### src/rtl/au_decode_pipe.sv
// au_decode_pipe
// Pipelined, back-pressured binary-to-vector decoder. Each accepted WIDTH-bit
// code is decoded (one-hot, thermometer or one-cold, chosen by MODE) and
// carried through STAGES register slices with valid/ready flow control.
// There is no skid buffer: the ready path runs combinationally through all stages.
//
// Ports
//   clk        rising-edge clock
//   rst_n      asynchronous active-low reset
//   flush      synchronous pipeline clear (drops every in-flight beat)
//   in_valid   input beat valid
//   in_ready   block can accept a beat this cycle
//   a          code to decode
//   en         per-beat enable; 0 decodes to all-zero in every MODE
//   out_valid  output beat valid
//   out_ready  downstream accepts the beat
//   z          decoded vector (2**WIDTH bits)
//   beat_cnt   wrapping count of delivered beats (out_valid && out_ready)
module au_decode_pipe #(
    parameter int WIDTH     = 3,
    parameter int MODE      = 0,
    parameter int STAGES    = 2,
    parameter int CNT_WIDTH = 8
) (
    input  logic                  clk,
    input  logic                  rst_n,
    input  logic                  flush,
    input  logic                  in_valid,
    output logic                  in_ready,
    input  logic [WIDTH-1:0]      a,
    input  logic                  en,
    output logic                  out_valid,
    input  logic                  out_ready,
    output logic [2**WIDTH-1:0]   z,
    output logic [CNT_WIDTH-1:0]  beat_cnt
);

    localparam int N = 2**WIDTH;

    logic [STAGES-1:0] v;
    logic [STAGES-1:0] adv;
    logic [N-1:0]      d [STAGES];
    logic [N-1:0]      dec;
    logic              accept;

    always_comb begin
        dec = '0;
        if (en) begin
            for (int k = 0; k < N; k++) begin
                if (MODE == 1) begin
                    dec[k] = (k <= int'(a));
                end else if (MODE == 2) begin
                    dec[k] = (k != int'(a));
                end else begin
                    dec[k] = (k == int'(a));
                end
            end
        end
    end

    // Stage i advances when it or any later stage is empty, or the output
    // drains. Written this way it is the same as "v[i]=0 or stage i+1
    // accepts", but it avoids a self-referencing vector.
    always_comb begin
        for (int i = 0; i < STAGES; i++) begin
            adv[i] = out_ready;
            for (int j = i; j < STAGES; j++) begin
                if (!v[j]) begin
                    adv[i] = 1'b1;
                end
            end
        end
    end

    assign in_ready  = adv[0] && !flush;
    assign accept    = in_valid && in_ready;
    assign out_valid = v[STAGES-1];
    assign z         = d[STAGES-1];

    always_ff @(posedge clk or negedge rst_n) begin
        if (!rst_n) begin
            v <= '0;
            for (int i = 0; i < STAGES; i++) begin
                d[i] <= '0;
            end
        end else if (flush) begin
            v <= '0;
        end else begin
            if (adv[0]) begin
                v[0] <= in_valid;
            end
            if (accept) begin
                d[0] <= dec;
            end
            for (int i = 1; i < STAGES; i++) begin
                if (adv[i]) begin
                    v[i] <= v[i-1];
                    // Only move real data so an idle slot does not disturb z.
                    if (v[i-1]) begin
                        d[i] <= d[i-1];
                    end
                end
            end
        end
    end

    always_ff @(posedge clk or negedge rst_n) begin
        if (!rst_n) begin
            beat_cnt <= '0;
        end else if (!flush && out_valid && out_ready) begin
            beat_cnt <= beat_cnt + {{(CNT_WIDTH-1){1'b0}}, 1'b1};
        end
    end

endmodule

### config.mk
export PLATFORM = sky130hd
export DESIGN_NAME = au_decode_pipe
export DESIGN_NICKNAME = d
export VERILOG_FILES = /design/src/rtl/au_decode_pipe.sv
export SDC_FILE = /design/constraint.sdc
export NUM_CORES = 1
export LEC_CHECK = 0
export CORE_MARGIN = 3
export CORE_UTILIZATION = 44
export DETAILED_ROUTE_END_ITERATION = 16
export PLACE_DENSITY_LB_ADDON = 0.05
export SLEW_MARGIN = 20
export SYNTH_ARGS = -nofsm -noshare
export SYNTH_HDL_FRONTEND = slang
export SYNTH_SLANG_ARGS = --single-unit
### constraint.sdc
create_clock -name clk -period 1.7 [get_ports clk]
set_clock_uncertainty 0.15 [all_clocks]
set_input_delay 0.17 -clock clk [delete_from_list [all_inputs] [get_ports clk]]
set_output_delay 0.17 -clock clk [all_outputs]
set_load 0.05 [all_outputs]
==> results.py, run 1 <==
metrics = {
    "run_status": {
        "status": "completed",
    },
    "placed_design": {
        "placement.cell_area_sq_um": 1510,
        "port_buffers": 26,
        "gp_congestion": 0.729,
        "pre_cts_slack_ns": -0.296,
        "hpwl_mm": 1.44,
    },
    "sta": {
        "slew_headroom": 0.785,
        "tightest_slew_ns": 0.323,
        "report.final.slew_viol_count": 0,
        "rsz0062_at_grt": "true",
        "setup_slack_ns": 0.00492,
        "fin_crit_sh": 0.997,
        "whs_ns": 0.0354,
        "fmax_ghz": 0.590,
        "period_minus_slack_ns": 1.70,
        "setup-tns-final_ns": 0,
        "finalHoldViolations": 0,
        "setup_viol": 0,
    },
    "critical_path": {
        "critical_path.max_fanout": 8,
        "worstReg2RegEnd": "d[12]",
        "reg2reg_from": "v[1]",
        "path_buf_inv": 1,
        "critPathSlowestCell": "dfrtp_2",
        "endpoint_kind": "flip-flop",
        "worstPathArrival_ns": 1.77,
        "rr_worst_depth": 4,
        "crit_chain": "and3b_2 -> or3b_1 -> buf_6 -> mux2_4",
        "crit_family": "simple AND/OR/NAND/NOR gates",
        "cp.required_ns": 1.77,
        "start_kind": "flip-flop",
        "max_stage_delay_ns": 0.43,
        "cp-startpoint": "v[1]",
        "crit_type": "flip-flop to flip-flop",
        "regToRegSetupSlack_ns": 0.005,
    },
    "synthesis": {
        "synth_cell_types": 21,
        "yosysWarningCount": 0,
        "synth_area_leaders": "dfrtp_1 (54%), mux2_4 (10%), mux2_2 (8.5%)",
        "syn-num-nets": 103,
        "synth_largest_area_cell": "dfrtp_1",
        "postSynthCellCount": 93,
        "yosysSeqAreaShare": 0.543,
        "yosys.area.top_type_share": 0.543,
        "synth_edf_count": 0,
        "ys.flop_type": "dfrtp_1",
        "syn_area_per_cell_sq_um": 12.9,
        "ys_seq_elements": 26,
        "syn_area_sq_um": 1200,
        "postSynth.asyncResetShare": 1.00,
        "synth.most_common_cell": "dfrtp_1",
        "synth_commonest_cells": "dfrtp_1 (26), nor2_1 (12), mux2_2 (9)",
    },
    "detailed_routing": {
        "detail-route-antenna-nets": 0,
        "firstDrtPassIters": 2,
        "via_per_inst": 4.84,
        "vias": 750,
        "wl_per_cell_um": 12.3,
        "wirelength_mm": 1.90,
        "drt-initial-drc-count": 15,
        "drc": 0,
    },
    "power": {
        "p_leak_nw": 0.810,
        "power_frac_comb": 0.285,
        "power.density_nw_per_um2": 1040,
        "power.clock.fraction": 0.260,
        "seqPwrFrac": 0.455,
        "swShare": 0.327,
        "peakVddDrop_v": 0.000836,
        "p_int_mw": 1.10,
        "power_switching_mw": 0.536,
    },
    "clock_tree": {
        "cts_hold_buf": 0,
        "cts_buffer_depth": 2,
        "clock_latency_ns": 0.33,
        "cts.sinks": 26,
        "cts-root-buf": "clkbuf_4",
        "htreeDepth": 1,
        "cts.clk_slew.worst_paths_ns": 0.14,
        "cts_tree": "built",
        "cts_inserted_buffers": 3,
    },
    "grt": {
        "use_met2": 0.206,
        "grt_pass1_vias": 777,
        "antenna_found_initial": 0,
        "grt_pass1_wl_mm": 3.33,
        "grt_max_degree": 27,
        "overflow": 0,
        "use_met1": 0.160,
        "grt-busiest-layer": "met2",
        "track_usage": 0.128,
        "grt_util_met3": 0.0468,
    },
    "floorplanning": {
        "core_sq_um": 2520,
        "fp.dieH_um": 58.2,
        "dieArea_sq_um": 3390,
        "die_w_um": 58.2,
        "start_util": 0.475,
        "rows": 18,
        "io_pins": 27,
    },
    "layout": {
        "finish.instance_area_sq_um": 1570,
        "area_growth_syn_to_layout_pct": 31.3,
        "utilization": 0.624,
        "fin_nets": 136,
        "num_antenna_cells": 0,
        "drive_gt1_frac": 0.448,
    },
    "run": {
        "drv_cap": 0,
    },
    "min_path": {
        "hold_path_class": "input pin to asynchronous set/reset pin",
    },
}
area by class of cell:
cell class / instances / area [sq um]
Clock inverter: 1 / 30.0
Fill cell: 208 / 948
Multi-Input combinational cell: 58 / 505
Timing Repair Buffer: 37 / 327
Clock buffer: 3 / 22.5
Tap cell: 30 / 37.5
Sequential cell: 26 / 652
cell families after synthesis:
logic type | Yosys count | share of synthesized area
DFF | 26 | 0.543
xor gates and xnor gates | 7 | 0.0511
and+or+nand+nor | 33 | 0.151
adders and majority gates | 1 | 0.0104
buffers and inverters | 9 | 0.0595
muxes | 17 | 0.185
worst max-delay path by stage:
stage	endpoint	cells past startpoint	slack, ns
global placement	d[8]	5	-0.27
floorplan	d[10]	4	-0.12
global route	d[8]	4	-0.03
finish	d[12]	4	0.005
CTS	d[12]	4	0.001
detailed placement	d[9]	5	-0.30
registers in the layout, indices dropped and copies added (netlist names):
signal and cells:
beat_cnt 8, v 2, d 8, z 8
layer usage:
layer | up-vias | routed length (um)
li1 | 372 | -
met1 | 359 | 878
met2 | 17 | 896
met3 | 2 | 112
met4 | 0 | 13
met5 | - | 0
placed cells by master, fill, tap and decap left out, drive strengths merged, types with 3 or more instances in the layout:
cell / n
buf: 29
clkbuf: 3
clkdlybuf4s50: 8
dfrtp: 26
mux2: 17
nand2: 3
nand2b: 3
nand3: 3
nor2: 12
nor3: 4
xnor2: 3
xor2: 4
power groups by stage:
| stage | sequential [mW] | combinational (mW) | clock, mW |
|---|---|---|---|
| detailed placement | 0.760 | 0.470 | 0 |
| floorplan | 0.882 | 0.193 | 0 |
| CTS | 0.748 | 0.474 | 0.446 |
| finish | 0.746 | 0.467 | 0.426 |
| global route | 0.759 | 0.496 | 0.463 |
| global placement | 0.755 | 0.467 | 0 |
metrics by stage:
stage	cells	total power, mW
after global placement	151	1.22
after global routing	155	1.72
after floorplan	93	1.08
final	155	1.64
after CTS	155	1.67
after detailed placement	151	1.23
repair_timing:
action	in CTS	in global routing
buffers inserted	0	0
gates resized for setup	3	0
setup endpoints to repair	9	9
worst reg2reg max path: stages (launching register included):
cell and delay (ns):
dfrtp_2 0.43, and3b_2 0.20, or3b_1 0.36, buf_6 0.16, mux2_4 0.30
Note: power is estimated with default switching activity, not from simulation.
==> inputs of run 2 (changes only) <==
CAP_MARGIN = 20   (was default)
GPL_TIMING_DRIVEN = 0   (was default)
==> results.py, run 2 (same netlist as run 1, synthesis figures left out) <==
metrics = {
    "run_status": {
        "status": "finished with violations",
        "violations": "negative setup slack",
    },
    "detailed_routing": {
        "firstDrtPassIters": 4,
        "drt-initial-drc-count": 15,
        "drc": 0,
        "wirelength_mm": 1.93,
        "detail-route-antenna-nets": 0,
        "vias": 797,
        "wl_per_cell_um": 12.3,
        "via_per_inst": 5.08,
    },
    "clock_tree": {
        "cts.clk_slew.worst_paths_ns": 0.13,
        "cts_inserted_buffers": 3,
        "cts-root-buf": "clkbuf_4",
        "cts.sinks": 26,
        "htreeDepth": 1,
        "cts_buffer_depth": 2,
        "cts_tree": "built",
        "clock_latency_ns": 0.32,
    },
    "layout": {
        "most-common-layout-cells": "dfrtp_1 (25), mux2_4 (16), dlygate4sd2_1 (13)",
        "fill_cells": 208,
        "num_antenna_cells": 0,
        "area_growth_syn_to_layout_pct": 33.0,
        "utilization": 0.632,
        "regArea_sq_um": 652,
        "drive_gt1_frac": 0.323,
        "multi_input_area_sq_um": 515,
        "layout_commonest_cell": "dfrtp_1",
        "fin_nets": 138,
    },
    "sta": {
        "fmax_ghz": 0.561,
        "whs_ns": 0.214,
        "report.final.slew_viol_count": 0,
        "setup_slack_ns": -0.0819,
        "tightest_slew_ns": 0.576,
        "slew_headroom": 0.616,
        "rsz0062_at_grt": "true",
        "fin_crit_sh": 1.05,
        "setup_viol": 15,
        "finalHoldViolations": 0,
        "period_minus_slack_ns": 1.78,
    },
    "critical_path": {
        "crit_family": "simple AND/OR/NAND/NOR gates",
        "crit_type": "flip-flop to flip-flop",
        "worstPathArrival_ns": 1.85,
        "critical_path.max_fanout": 8,
        "endpoint_kind": "flip-flop",
        "cp.required_ns": 1.77,
        "start_kind": "flip-flop",
        "crit_chain": "and3b_2 -> buf_6 -> or3b_4 -> mux2_4",
        "critPathSlowestCell": "or3b_4",
        "max_stage_delay_ns": 0.46,
        "path_buf_inv": 1,
    },
    "power": {
        "swShare": 0.343,
        "p_int_mw": 0.990,
        "p_leak_nw": 0.845,
        "power.density_nw_per_um2": 945,
        "peakVddDrop_v": 0.00103,
        "seqPwrFrac": 0.492,
        "power.clock.fraction": 0.200,
        "power_switching_mw": 0.517,
        "power_frac_comb": 0.309,
    },
    "min_path": {
        "hold_path_class": "input pin to asynchronous set/reset pin",
    },
    "placed_design": {
        "pre_cts_slack_ns": -0.416,
        "hpwl_mm": 1.33,
        "port_buffers": 26,
        "gp_congestion": 0.762,
    },
    "grt": {
        "antenna_found_initial": 0,
        "grt_pass1_wl_mm": 3.38,
        "track_usage": 0.129,
        "overflow": 0,
        "grt_pass1_vias": 753,
        "grt_max_degree": 27,
    },
    "floorplanning": {
        "die_w_um": 58.2,
        "fp.dieH_um": 58.2,
        "rows": 18,
        "io_pins": 27,
        "core_sq_um": 2520,
        "dieArea_sq_um": 3390,
        "start_util": 0.475,
    },
    "run": {
        "drv_cap": 0,
    },
}
==> run 2: changes by cell type in the layout (fill, tap and decap cells not counted), moves of 4 or more <==
cell / change
buf_4: -16
clkdlybuf4s15_1: +4
mux2_2: -4
dlygate4sd2_1: +13
mux2_4: +4
==> run 2: layout make-up <==
class | instances | share of cell area
Timing Repair Buffer | 31 | 0.184
Sequential cell | 26 | 0.409
Clock buffer | 4 | 0.0228
Tap cell | 30 | 0.0235
Multi-Input combinational cell | 58 | 0.323
Buffer | 8 | 0.0377
==> run 2: worst paths after layout <==
check / from / endpoint / slack [ns] / cells after the start
setup / recovery: v[1] / d[9] / -0.08 / 4
hold / removal: rst_n / z[1] / 0.21 / 2
setup reg to reg: v[1] / d[9] / -0.08 / 4
hold reg to reg: beat_cnt[7] / beat_cnt[7] / 0.32 / 1
max in group asynchronous: rst_n / v[1] / 0.78 / 2
min in group clk: in_valid / v[0] / 0.27 / 3
==> run 2: what timing repair did <==
item,4_1_cts,5_1_grt
endpoints found under the hold margin,26,0
setup buffers,4,0
setup endpoints to repair,34,21
pin swaps,2,3
gates resized for setup,25,8
hold buffers,1,0
==> run 2: routing by layer <==
layer | up-vias | part of all wire | global-route usage
li1 | 381 | - | -
met1 | 393 | 0.48 | 0.179
met2 | 21 | 0.46 | 0.198
met3 | 2 | 0.055 | 0.0401
met4 | 0 | 0.0088 | 0.0298
met5 | - | 0 | 0
==> run 2: through the flow <==
stage / instances / total power [mW] / cell area [sq um] / TNS, ns
3_3_place_gp: 149 / 1.24 / 1520 / -6.89
5_1_grt: 157 / 1.59 / 1590 / -1.13
4_1_cts: 158 / 1.53 / 1600 / -1.39
3_5_place_dp: 149 / 1.24 / 1510 / -5.92
6_report: 157 / 1.51 / 1590 / -0.659
2_1_floorplan: 93 / 1.08 / 1220 / -1.74
==> run 2: power groups by stage <==
stage / logic [mW] / clock network, mW / registers, mW
after floorplan: 0.193 / 0 / 0.882
after global placement: 0.486 / 0 / 0.754
after detailed placement: 0.489 / 0 / 0.756
after CTS: 0.468 / 0.320 / 0.742
after global routing: 0.495 / 0.344 / 0.756
final: 0.465 / 0.301 / 0.741
==> inputs of run 3 (changes only) <==
SETUP_SLACK_MARGIN = 0.15   (was default)
SKIP_CTS_REPAIR_TIMING = 1   (was default)
==> results.py, run 3 (same netlist as run 1, synthesis figures left out) <==
metrics = {
    "detailed_routing": {
        "wirelength_mm": 2.11,
        "vias": 744,
        "via_per_inst": 4.74,
        "detail-route-antenna-nets": 0,
        "drc": 0,
        "firstDrtPassIters": 2,
        "drt-initial-drc-count": 31,
        "wl_per_cell_um": 13.5,
    },
    "floorplanning": {
        "rows": 18,
        "dieArea_sq_um": 3390,
        "fp.dieH_um": 58.2,
        "io_pins": 27,
        "die_w_um": 58.2,
        "start_util": 0.475,
        "core_sq_um": 2520,
    },
    "critical_path": {
        "reg2reg_from": "v[1]",
        "worstReg2RegEnd": "d[14]",
        "critical_path.max_fanout": 8,
        "worstPathArrival_ns": 1.80,
        "max_stage_delay_ns": 0.43,
        "regToRegSetupSlack_ns": -0.04,
        "crit_chain": "and3b_2 -> or3b_1 -> buf_6 -> mux2_4",
        "endpoint_kind": "flip-flop",
        "critPathSlowestCell": "dfrtp_2",
        "crit_type": "flip-flop to flip-flop",
        "rr_worst_depth": 4,
        "cp.required_ns": 1.76,
        "start_kind": "flip-flop",
    },
    "run_status": {
        "status": "finished with violations",
        "violations": "negative setup slack",
    },
    "layout": {
        "final_cells": 157,
        "finish.instance_area_sq_um": 1570,
        "most-common-layout-cells": "dfrtp_1 (23), mux2_4 (17), clkbuf_2 (13)",
        "drive_gt1_frac": 0.433,
        "fin_nets": 138,
        "area_growth_syn_to_layout_pct": 30.9,
        "num_antenna_cells": 0,
        "layout_commonest_cell": "dfrtp_1",
    },
    "power": {
        "p_leak_nw": 0.876,
        "power.density_nw_per_um2": 980,
        "peakVddDrop_v": 0.000908,
    },
    "sta": {
        "rsz0062_at_grt": "true",
        "report.final.slew_viol_count": 0,
        "fmax_ghz": 0.575,
        "finalHoldViolations": 0,
        "period_minus_slack_ns": 1.74,
        "fin_crit_sh": 1.02,
        "slew_headroom": 0.629,
        "tightest_slew_ns": 0.556,
        "setup_slack_ns": -0.0393,
        "setup_viol": 9,
    },
    "placed_design": {
        "dp_cells": 149,
        "port_buffers": 26,
        "placement.cell_area_sq_um": 1520,
        "hpwl_mm": 1.43,
        "gp_congestion": 0.725,
    },
    "clock_tree": {
        "cts_tree": "built",
        "cts.sinks": 26,
        "htreeDepth": 1,
        "cts_inserted_buffers": 3,
        "clock_latency_ns": 0.31,
        "cts_buffer_depth": 2,
        "cts-root-buf": "clkbuf_4",
        "cts.clk_slew.worst_paths_ns": 0.13,
    },
    "min_path": {
        "hold_path_class": "input pin to asynchronous set/reset pin",
    },
    "grt": {
        "antenna_found_initial": 0,
        "grt_pass1_wl_mm": 3.35,
        "grt_pass1_vias": 748,
        "grt_max_degree": 27,
        "overflow": 0,
        "track_usage": 0.133,
    },
    "run": {
        "drv_cap": 0,
    },
}
-- run 3: final cells by class --
class	count	area, sq um
Fill cell	212	953
Sequential cell	26	654
Multi-Input combinational cell	58	522
Timing Repair Buffer	30	248
Buffer	9	71.3
Tap cell	30	37.5
Clock buffer	4	36.3
-- run 3: per-stage QoR --
step | setup TNS [ns] | setup WS (ns) | util | power, mW | hold WS, ns
floorplan | -1.74 | -0.122 | - | 1.08 | -0.276
global placement | -7.09 | -0.413 | 0.603 | 1.25 | 0.306
detailed placement | -5.98 | -0.414 | 0.601 | 1.25 | 0.0427
CTS | -5.01 | -0.509 | 0.616 | 1.56 | -0.316
global route | -0.904 | -0.0876 | 0.622 | 1.62 | 0.237
finish | -0.263 | -0.0393 | 0.622 | 1.54 | 0.204
-- run 3: routing by layer --
layer / part of all wire / track usage
met5: 0 / 0
met4: 0.0071 / 0.0397
met3: 0.047 / 0.0468
met2: 0.50 / 0.210
met1: 0.45 / 0.172
-- run 3: how the worst max path moves through the flow --
stage                   start        to  slack (ns)  cells after the start
CTS                      v[1]  in_ready       -0.51                      3
floorplan                v[1]     d[10]       -0.12                      4
detailed placement  out_ready      z[5]       -0.41                      4
global placement    out_ready  in_ready       -0.41                      4
finish                   v[1]     d[14]       -0.04                      4
global route             v[1]     d[13]       -0.09                      4
-- run 3: critical path: cells and delay by family, from the launching register on --
kind,cells,cell delay [ns]
muxes,1,0.29
and+or+nand+nor,2,0.60
buffers and inverters,1,0.16
DFF,1,0.43
-- run 3: power by group --
group          total [mW]  leakage [nW]  switching (mW)  internal (mW)
logic               0.482         0.506           0.293          0.190
registers           0.751         0.350          0.0638          0.688
clock network       0.304        0.0210           0.173          0.131
total                1.54         0.876           0.529           1.01
